===== config.mk =====
export PLATFORM = sky130hd
export DESIGN_NAME = bin_to_bcd_seq
export DESIGN_NICKNAME = d
export VERILOG_FILES = /design/src/rtl/bin_to_bcd_seq.sv
export SDC_FILE = /design/constraint.sdc
export NUM_CORES = 1
export LEC_CHECK = 0
export CAP_MARGIN = 30
export CORE_UTILIZATION = 65
export CTS_BUF_LIST = sky130_fd_sc_hd__clkbuf_8
export DETAILED_ROUTE_END_ITERATION = 16
export DONT_BUFFER_PORTS = 1
export GPL_ROUTABILITY_DRIVEN = 0
export PLACE_DENSITY = 0.86
export SYNTH_ARGS = -nofsm -noshare
export SYNTH_HDL_FRONTEND = slang
export SYNTH_SLANG_ARGS = --single-unit

===== constraint.sdc =====
create_clock -name clk -period 2.9 [get_ports clk]
set_clock_uncertainty 0.2 [all_clocks]
set_input_delay 0.58 -clock clk [delete_from_list [all_inputs] [get_ports clk]]
set_output_delay 0.58 -clock clk [all_outputs]
set_load 0.02 [all_outputs]

===== src/rtl/bin_to_bcd_seq.sv =====
// Sequential double-dabble binary to packed BCD converter, one bit per clock.
// Optional LEADING_ZERO_BLANK_EN replaces leading zero digits with 4'hF.
module bin_to_bcd_seq #(
  parameter int BIN_WIDTH = 14,
  parameter int DIGITS    = 4
) (
  input  logic                  clk,
  input  logic                  rst_i,
  input  logic [BIN_WIDTH-1:0]  bin_i,
  input  logic                  valid_i,
  output logic                  ready_o,
  output logic [4*DIGITS-1:0]   bcd_o,
  output logic                  valid_o,
  output logic                  overflow_o
);

  localparam int BW = 4 * DIGITS;
  localparam int CW = ((BIN_WIDTH > BW) ? BIN_WIDTH : BW) + 1;
  localparam int NW = $clog2(BIN_WIDTH + 1);

  // 10^DIGITS always fits in 4*DIGITS bits, so CW is wide enough.
  function automatic logic [CW-1:0] pow10();
    logic [CW-1:0] p;
    p = {{(CW-1){1'b0}}, 1'b1};
    for (int i = 0; i < DIGITS; i++) begin
      p = p * {{(CW-4){1'b0}}, 4'd10};
    end
    return p;
  endfunction

  localparam logic [CW-1:0] LIMIT = pow10();

  typedef enum logic [1:0] {
    IDLE,
    CONVERT,
    DONE
  } state_t;

  state_t                 r_state;
  logic [BIN_WIDTH-1:0]   r_shift;
  logic [BW-1:0]          r_scratch;
  logic [NW-1:0]          r_cnt;
  logic                   r_ovf;

  logic [CW-1:0]          w_bin_ext;
  logic                   w_over;
  logic [BW-1:0]          w_adj;
  logic [BW-1:0]          w_final;

  assign w_bin_ext = {{(CW-BIN_WIDTH){1'b0}}, bin_i};
  assign w_over    = (w_bin_ext >= LIMIT);

  always_comb begin
    w_adj = r_scratch;
    for (int d = 0; d < DIGITS; d++) begin
      if (r_scratch[4*d +: 4] >= 4'd5) begin
        w_adj[4*d +: 4] = r_scratch[4*d +: 4] + 4'd3;
      end
    end
  end

`ifdef LEADING_ZERO_BLANK_EN
  logic w_seen;

  // Blank from the top down until the first nonzero digit; digit 0 stays.
  always_comb begin
    w_final = r_scratch;
    w_seen  = 1'b0;
    if (!r_ovf) begin
      for (int d = DIGITS - 1; d >= 1; d--) begin
        if (!w_seen && (r_scratch[4*d +: 4] == 4'd0)) begin
          w_final[4*d +: 4] = 4'hF;
        end else begin
          w_seen = 1'b1;
        end
      end
    end
  end
`else
  assign w_final = r_scratch;
`endif

  always_ff @(posedge clk) begin
    if (rst_i) begin
      r_state    <= IDLE;
      r_shift    <= '0;
      r_scratch  <= '0;
      r_cnt      <= '0;
      r_ovf      <= 1'b0;
      bcd_o      <= '0;
      valid_o    <= 1'b0;
      overflow_o <= 1'b0;
      ready_o    <= 1'b1;
    end else begin
      valid_o <= 1'b0;
      unique case (r_state)
        IDLE: begin
          if (valid_i) begin
            r_shift <= bin_i;
            ready_o <= 1'b0;
            if (w_over) begin
              r_scratch <= {DIGITS{4'h9}};
              r_ovf     <= 1'b1;
              r_state   <= DONE;
            end else begin
              r_scratch <= '0;
              r_ovf     <= 1'b0;
              r_cnt     <= NW'(BIN_WIDTH);
              r_state   <= CONVERT;
            end
          end
        end
        CONVERT: begin
          r_scratch <= {w_adj[BW-2:0], r_shift[BIN_WIDTH-1]};
          r_shift   <= r_shift << 1;
          r_cnt     <= r_cnt - 1'b1;
          if (r_cnt == NW'(1)) begin
            r_state <= DONE;
          end
        end
        DONE: begin
          bcd_o      <= w_final;
          overflow_o <= r_ovf;
          valid_o    <= 1'b1;
          ready_o    <= 1'b1;
          r_state    <= IDLE;
        end
        default: begin
          r_state <= IDLE;
          ready_o <= 1'b1;
        end
      endcase
    end
  end

endmodule


==> summary.txt <==
Outcome = completed
Buffer type at the clock tree root = clkbuf_8
Post-CTS Setup Repair Bufs = 0
Crit start category = flip-flop
Register bit total from synthesis = 56
Max layer used = met4
CP required = 2920 ps
CP Max Fanout = 25
Final wirelength = 4790 microns
Final Hold Fails = 0
Vias = 2003
Syn avg cell area = 8.36 sq um
DP Area = 2490 sq um
Area of the core = 3660 sq um
CTS tree = yes
Yosys top cell area share = 0.449
Worst path max stage delay = 490 ps
Initial cell density of the core = 0.683
# DRC = 0
PwrDens = 601 nW/um^2
Ports = 36
Area delta synth->final = 3.36%
First-pass detailed-route iteration total = 4
Post-synth EDFFs = 0
Worst rel slew slack = 0.541
Syn_nets = 326
Worst-skew pair later-pin latency = 300 ps
Ys Warns = 0
Seq/Total Area, Yosys = 0.449
Leak pwr = 0.000954 uW
Async set-or-reset flop fraction in the synthesized netlist = 0
Synth top area cells = dfxtp_1 (45%), nand2_1 (11%), a21oi_1 (5.8%)
WHS = 132 ps
First-pass GRT wire length = 8070 microns
Die area = 4100 sq um
Max Slew Vio Count = 0
Fmax = 533 MHz
Main synth FF type = dfxtp_1
Met2 routed WL = 2300 microns
Fraction of layout cells with a size suffix above 1 = 0.0445
Fin area = 2580 sq um
Via density = 5.89
Max-cap violations = 0
Maximum vdd ir drop = 0.401 mV
Post-Syn Area = 2500 sq um
Die W = 64 microns
Worst-path clk slew = 90 ps
Final Cycle Share = 0.647
Synth cell types = 37
Number of diodes = 0
Final setup vio count = 0
Routed wl met3 = 229 microns
Per-cell routed wire length = 14.1 microns
Worst path arrival time = 1890 ps
Worst-Margin Slew = 689 ps
CTS Buffer Depth = 2
# rows = 22
GRT overflow = 0
Num CTS Buffers = 5
WP buf/inv = 0
# nets final = 318
Cells along the critical path = nand2b_2 > or3_1 > a221oi_1
RSZ-0062 raised after global routing = false
Die span in y = 64 microns
Antenna-violating nets left = 0
CTS resizes = 0
Post-detail-place hpwl = 3240 microns
Clock sinks = 56
Synth Instances = 299
Family with the most delay on the worst path = simple AND/OR/NAND/NOR gates
Initial antenna violation count = 0
Tmin final = 1880 ps
Cell taking the most area after synthesis = dfxtp_1
Port Buf Inserts = 0
Gr usage total = 0.252
Worst Setup End Kind = flip-flop
Initial drt markers = 136
Metal-1 WL = 2200 microns
CP max-delay cell = or3_1
Largest net degree at the start of global routing = 42
Min-Delay Path Class = in -> reg
CP Class = reg -> reg
Setup TNS = 0 ps
H-tree depth = 2
Cts hold-fix bufs = 0
Vias in the first global route = 1825
per-stage QoR:
step | cells | utilization | power, uW | worst slack [ps]
6_report | 340 | 0.705 | 1550 | 1020
4_1_cts | 340 | 0.705 | 1550 | 1030
2_1_floorplan | 299 | - | 1100 | 1150
5_1_grt | 340 | 0.705 | 1630 | 914
3_3_place_gp | 332 | 0.680 | 1120 | 944
3_5_place_dp | 332 | 0.680 | 1130 | 983
logic make-up after synthesis:
| family | count (synthesis) | synth area share |
|---|---|---|
| AND/OR/NAND/NOR | 116 | 0.195 |
| AO/OA/AOI/OAI | 77 | 0.212 |
| flip-flops | 56 | 0.449 |
| buffers and inverters | 29 | 0.0536 |
| adder cells (fa/ha/maj) | 10 | 0.0501 |
| XOR/XNOR | 7 | 0.0245 |
| multiplexers | 4 | 0.0160 |
path summary, 6_finish.rpt:
kind	startpoint	end	slack, ps	depth (start not counted)
hold / removal	rst_i	r_shift[0]	130	1
hold reg to reg	r_scratch[13]	bcd_o[13]	280	2
setup / recovery	r_state[1]	r_scratch[4]	1020	3
setup reg to reg	r_state[1]	r_scratch[4]	1020	3
cell type report:
type	instances	area [sq um]
Multi-Input combinational cell	214	1240
Sequential cell	56	1120
Fill cell	283	1080
Clock buffer	6	82.6
Tap cell	48	60.1
Inverter	11	41.3
Timing Repair Buffer	3	22.5
Clock inverter	2	11.3
power breakdown:
group          internal [uW]  switching (uW)
clock                    191             241
sequential               826            56.7
combinational           97.3             141
total                   1110             438
layout by cell type, fill, tap and decap left out, types with 3 or more instances in the layout:
cell and count:
a22o_1 8, o21ai_0 10, buf_4 3, a311oi_1 12, inv_1 12, clkbuf_8 6, a21o_1 4, a221oi_1 3
dfxtp_1 56, nand2_1 70, nor2_1 24, ha_1 10, xnor2_1 4, mux2i_1 4, nand2b_1 6, xor2_1 3
nand3_1 3, or3_1 5, a21oi_1 29
per-layer routing:
layer / global-route usage / vias up
li1: - / 1010
met1: 0.319 / 929
met2: 0.415 / 56
met3: 0.0607 / 8
met4: 0.0909 / 0
met5: 0 / -
sequential cells by signal (all words and copies together) (netlist names):
signal / flops
r_state: 2
r_cnt: 4
r_scratch: 16
overflow_o: 1
ready_o: 1
r_shift: 14
r_ovf: 1
bcd_o: 16
valid_o: 1
Yosys cell counts (all sizes together), types with 2 or more instances:
cell    instances
nand2b          7
nor2b           2
o21ai          12
ha             10
or3             5
xnor2           4
clkbuf          5
nand3           3
a311oi         12
buf            13
a22oi           2
inv            11
a21oi          29
nand2          70
dfxtp          56
a221oi          3
nor2           25
o2111a          2
a22o            8
mux2i           4
xor2            3
a21o            4
No activity file was read; power rests on OpenSTA's default activity.
